<file path="src/rtl/cnt_attr_peak_multi.sv">
// cnt_attr_peak_multi: multi-channel peak-hold / decay counter
// Each channel captures a larger sample, holds it HOLD enabled cycles, then
// decays by DECAY per enabled cycle (wrapping or saturating at zero).
// Optional feature macro: CNT_ATTR_PEAK_MAX_EN adds a registered max tracker.
// Ports:
//   i_clk        rising-edge clock
//   i_rst_n      asynchronous active-low reset
//   i_cond       per-channel update enable
//   i_clr        per-channel synchronous clear
//   i_sat_mode   1: decay saturates at 0, 0: decay wraps
//   i_inp        packed samples, channel i = i_inp[i*WIDTH +: WIDTH]
//   o_out        packed counter values, same packing as i_inp
//   o_at_zero    per-channel counter == 0
//   o_max_val    [CNT_ATTR_PEAK_MAX_EN] largest channel value, one cycle behind o_out
//   o_max_idx    [CNT_ATTR_PEAK_MAX_EN] lowest channel index holding o_max_val
module cnt_attr_peak_multi #(
    parameter int WIDTH    = 16,
    parameter int CHANNELS = 4,
    parameter int DECAY    = 1,
    parameter int HOLD     = 0,
    localparam int IW      = CHANNELS > 1 ? $clog2(CHANNELS) : 1
) (
    input  logic                      i_clk,
    input  logic                      i_rst_n,
    input  logic [CHANNELS-1:0]       i_cond,
    input  logic [CHANNELS-1:0]       i_clr,
    input  logic                      i_sat_mode,
    input  logic [CHANNELS*WIDTH-1:0] i_inp,
    output logic [CHANNELS*WIDTH-1:0] o_out,
    output logic [CHANNELS-1:0]       o_at_zero
`ifdef CNT_ATTR_PEAK_MAX_EN
   ,output logic [WIDTH-1:0]          o_max_val,
    output logic [IW-1:0]             o_max_idx
`endif
);
    // A one-bit timer is kept when HOLD is 0; it is loaded with 0 and never counts.
    localparam int HW = HOLD > 0 ? $clog2(HOLD + 1) : 1;
    localparam logic [WIDTH-1:0] DEC = WIDTH'(DECAY);
    localparam logic [HW-1:0]    HLD = HW'(HOLD);
    logic [WIDTH-1:0] r_x    [CHANNELS];
    logic [HW-1:0]    r_hold [CHANNELS];
    always_ff @(posedge i_clk or negedge i_rst_n) begin
        if (!i_rst_n) begin
            for (int i = 0; i < CHANNELS; i++) begin
                r_x[i]    <= '0;
                r_hold[i] <= '0;
            end
        end else begin
            for (int i = 0; i < CHANNELS; i++) begin
                if (i_clr[i]) begin
                    r_x[i]    <= '0;
                    r_hold[i] <= '0;
                end else if (i_cond[i]) begin
                    if (i_inp[i*WIDTH +: WIDTH] > r_x[i]) begin
                        r_x[i]    <= i_inp[i*WIDTH +: WIDTH];
                        r_hold[i] <= HLD;
                    end else if (r_hold[i] != '0) begin
                        r_hold[i] <= r_hold[i] - 1'b1;
                    end else begin
                        r_x[i] <= (i_sat_mode && r_x[i] < DEC) ? '0 : r_x[i] - DEC;
                    end
                end
            end
        end
    end
    always_comb begin
        for (int i = 0; i < CHANNELS; i++) begin
            o_out[i*WIDTH +: WIDTH] = r_x[i];
            o_at_zero[i]            = r_x[i] == '0;
        end
    end
`ifdef CNT_ATTR_PEAK_MAX_EN
    logic [WIDTH-1:0] w_max_val;
    logic [IW-1:0]    w_max_idx;
    logic [WIDTH-1:0] r_max_val;
    logic [IW-1:0]    r_max_idx;
    // Strict compare keeps the lowest index on ties.
    always_comb begin
        w_max_val = r_x[0];
        w_max_idx = '0;
        for (int i = 1; i < CHANNELS; i++) begin
            if (r_x[i] > w_max_val) begin
                w_max_val = r_x[i];
                w_max_idx = IW'(i);
            end
        end
    end
    always_ff @(posedge i_clk or negedge i_rst_n) begin
        if (!i_rst_n) begin
            r_max_val <= '0;
            r_max_idx <= '0;
        end else begin
            r_max_val <= w_max_val;
            r_max_idx <= w_max_idx;
        end
    end
    assign o_max_val = r_max_val;
    assign o_max_idx = r_max_idx;
`endif
endmodule

</file>
<file path="config.mk">
export PLATFORM = sky130hd
export DESIGN_NAME = cnt_attr_peak_multi
export DESIGN_NICKNAME = d
export VERILOG_FILES = /design/src/rtl/cnt_attr_peak_multi.sv
export SDC_FILE = /design/constraint.sdc
export NUM_CORES = 1
export LEC_CHECK = 0
export ABC_AREA = 0
export BUFFER_PORTS_ARGS = -buffer_cell sky130_fd_sc_hd__buf_2
export CAP_MARGIN = 20
export CELL_PAD_IN_SITES_DETAIL_PLACEMENT = 1
export CELL_PAD_IN_SITES_GLOBAL_PLACEMENT = 1
export CORE_ASPECT_RATIO = 1.1
export CORE_UTILIZATION = 35
export DETAILED_ROUTE_END_ITERATION = 6
export PLACE_DENSITY = 0.81
export SYNTH_ARGS = -nofsm -noshare
export SYNTH_HDL_FRONTEND = slang
export SYNTH_SLANG_ARGS = --single-unit
</file>
<file path="constraint.sdc">
create_clock -name i_clk -period 4.3 [get_ports i_clk]
set_input_delay 0 -clock i_clk [delete_from_list [all_inputs] [get_ports i_clk]]
set_output_delay 0 -clock i_clk [all_outputs]
set_load 0.02 [all_outputs]
</file>
==> qor.txt <==
Fin crit share: 77.1%
Hold_sp: i_inp[7]
Total power: 3.02 mW
Antenna violations before repair: 0
Cell mode on critical path: a2111oi_0
Final hold vios: 0
Max Fclk: 0.302 GHz
Crit-path max cell delay: 0.61 ns
GR peak layer: met2
Num CTS Buffers: 9
Crit path max-delay cell type: dlygate4sd3_1
Hold Path Depth: 3
GR met2 Demand/Resource: 41.7%
Initial drt markers: 252
Starting Density: 36.2%
Cells along the critical path: inv_1 -> ha_1 -> nand4_1 -> a2111oi_0 -> nor3_1 -> a21oi_2 -> a211oi_1 -> a2111oi_0 -> dlygate4sd3_1
Worst path depth: 9
FP Rows: 49
Clk_lat worst skew: 0.34 ns
Max-cap violations: 0
Unique cell type count in the Yosys netlist: 75
R2r startpoint: o_out[26]
Clock buffer depth: 2
CTS sink cnt: 64
Core Area: 0.0165 mm^2
First-pass GRT wire length: 33000 um
Grt met1 use: 29.6%
Post-Syn Area per Cell: 8.09 um^2
Die Ht: 139 um
Leakage: 3.51 nW
Peak supply drop: 0.243 mV
Largest family of logic cells by synthesized area: simple AND/OR/NAND/NOR gates
Area of the multi-input gates: 0.00395 mm^2
Prevailing post-synth register cell: dfrtp_1
Synth Area in Adders: 15.1%
Post-CTS resize count: 0
WHS Endpoint: o_out[7]
CP delay by family, top: compound AO/OA/AOI/OAI gates
Vias per cell: 5.67
TritonCTS clock tree: yes
Grt ovf: 0
Synthesized Nets: 884
Post-Synth XOR/XNOR Area: 3.80%
Pre-CTS setup slack: 1.30 ns
I/O pins: 143
Inserted Diodes: 0
Mux cell area share after synthesis: 1.51%
Worst Clk Skew: 0.00810 ns
Die Wd: 126 um
Pre-Repair DR Iteration Count: 4
Die area: 0.0176 mm^2
Area Growth Syn to Fin: 29.0%
Post-Synth Simple-Gate Area: 25.0%
Seq cells post-synth: 64
Post-route minimum period: 3.31 ns
DRC violation count after routing: 0
Seq/Total Area, Yosys: 26.8%
Finished Layout Cells: 1128
Rel. slew slack: 32.0%
Status: finished, final reports clean
Startpoint types: flip-flop
Final nets: 1067
CP bufs+invs: 2
Drt total wl: 20400 um
Share of post-route cells with drive strength above 1: 20.0%
Antenna-violating nets left: 0
Post-CTS setup buffers: 0
DP HPWL: 14500 um
Gr usage total: 23.5%
Synth Area in Compound Gates: 20.6%
R2R cell count: 9
Gate Count Post-Synth: 737
Setup tns final: 0 ns
EDFF count, synth: 0
RSZ-0062 raised after global routing: no
RR Endpoint: o_out[31]
Vias in the first global route: 6430
Worst Setup End Kind: flip-flop
Proportion of synthesized flip-flops having asynchronous set or reset: 100%
IO buf count: 142
Final WS setup: 0.986 ns
Filler cells: 1997
Largest net degree at the start of global routing: 34
Via count: 6399
Arrival @ worst endpoint: 3.59 ns
Measured slew at the worst slew-check pin: 1.02 ns
# H-tree levels: 3
R2R Setup Slk: 0.99 ns
Synth warn: 0
Root Buffer: clkbuf_16
Final setup viols: 0
GPL Wtd Cong: 0.837
Mapped cell area: 0.00597 mm^2
Clock slew seen by the registers of the worst setup and hold paths: 0.06 ns
FF/Latch Area: 0.00160 mm^2
Data required, critical path: 4.58 ns
Largest register FFs: 64
Met3 Use GR: 2.31%
Crit-path max FO: 13
Slew Limit Fails: 0
Pwr Density: 392 mW/mm^2
Placed Cells: 1057
Min-delay worst type: input port to flip-flop
Kind of critical path: flip-flop to flip-flop
WL per Instance: 18.1 um
[worst register-to-register path, cell delays in order (launching register included)]
cell	delay, ns
dfrtp_1	0.44
inv_1	0.12
ha_1	0.34
nand4_1	0.16
a2111oi_0	0.47
nor3_1	0.11
a21oi_2	0.52
a211oi_1	0.11
a2111oi_0	0.38
dlygate4sd3_1	0.61
[cell type report]
type | instances | share of cell area [%]
multi-input combinational | 565 | 51.3
sequential | 64 | 20.8
timing repair buffer | 204 | 17.2
inverter | 76 | 3.71
tap | 204 | 3.32
clock buffer | 12 | 3.20
clock inverter | 3 | 0.553
[power breakdown]
part | internal (mW) | leakage, nW | switching [mW] | total (mW)
registers | 0.690 | 0.849 | 0.153 | 0.843
logic | 0.570 | 2.52 | 0.854 | 1.42
clock network | 0.461 | 0.139 | 0.292 | 0.753
[metrics by stage]
stage	instance area, um^2	utilization (%)	hold slack [ns]
after CTS	7680	46.6	0.00296
final	7700	46.7	0.0114
after global routing	7700	46.7	0.0208
after global placement	6840	41.5	0.155
after floorplan	5970	-	-0.296
after detailed placement	6840	41.5	0.167
[per-layer routing]
metal / up-vias / wire length (um) / share of wire, %
met4: 0 / 316 / 1.6
met2: 139 / 10400 / 51
met5: - / 0 / 0
met1: 3154 / 9040 / 44
met3: 23 / 612 / 3.0
li1: 3083 / - / -
[what timing repair did]
item                                    CTS  global route
hold endpoints to repair                 83             0
hold buffers                             55             0
endpoints found under the setup margin    0             0
[cell usage after synthesis, types with 3 or more instances]
library cell / count / area (um^2)
or3_1: 10 / 62.6
a22oi_1: 3 / 22.5
a21oi_1: 48 / 240
nand2_1: 63 / 236
o211ai_1: 11 / 82.6
nor4_2: 3 / 37.5
a221o_1: 6 / 60.1
mux2i_1: 9 / 90.1
buf_2: 5 / 25.0
a2111oi_0: 4 / 35.0
a211oi_1: 20 / 150
o31ai_1: 4 / 30.0
xnor2_1: 24 / 210
o21ai_0: 18 / 90.1
nand2b_1: 3 / 18.8
a31oi_1: 10 / 62.6
a21boi_0: 4 / 30.0
nand3_1: 38 / 190
o311a_1: 4 / 40.0
o311ai_0: 10 / 87.6
and2_1: 7 / 43.8
nor2b_1: 5 / 31.3
o22ai_1: 3 / 18.8
nor4_1: 12 / 75.1
nor3_1: 26 / 130
and3_1: 9 / 56.3
nor2_1: 55 / 206
inv_1: 75 / 282
dfrtp_1: 64 / 1600
a221oi_1: 3 / 26.3
nand4_1: 23 / 144
a311oi_1: 3 / 26.3
or4_1: 6 / 45.0
clkbuf_1: 24 / 90.1
nor3b_1: 4 / 30.0
ha_1: 72 / 901
[how the worst max path moves through the flow]
stage / endpoint / slack [ns] / start
after floorplan: o_out[32] / 1.75 / o_out[43]
after global placement: o_out[37] / 1.44 / o_out[43]
after detailed placement: o_out[37] / 1.30 / o_out[45]
after CTS: o_out[63] / 0.86 / o_out[62]
after global routing: o_out[24] / 0.66 / o_out[24]
final: o_out[31] / 0.99 / o_out[26]
[cells in the final DEF (no fill, tap or decap), drive strengths merged, types with 12 or more instances in the layout]
cell | netlist | routed
buf | 8 | 149
inv | 76 | 76
ha | 72 | 72
dfrtp | 64 | 64
nand2 | 64 | 64
nor2 | 56 | 56
dlygate4sd3 | 0 | 55
a21oi | 48 | 48
nand3 | 39 | 39
nor3 | 28 | 28
xnor2 | 25 | 25
nand4 | 23 | 23
o21ai | 21 | 21
a211oi | 20 | 20
nor4 | 16 | 16
clkbuf | 24 | 12
[logic make-up after synthesis]
family / Yosys count
AO/OA/AOI/OAI: 176
XOR/XNOR: 25
AND/OR/NAND/NOR: 283
buffers and inverters: 108
multiplexers: 9
adder cells (fa/ha/maj): 72
flip-flops: 64
Note: power is estimated with default switching activity, not from simulation.
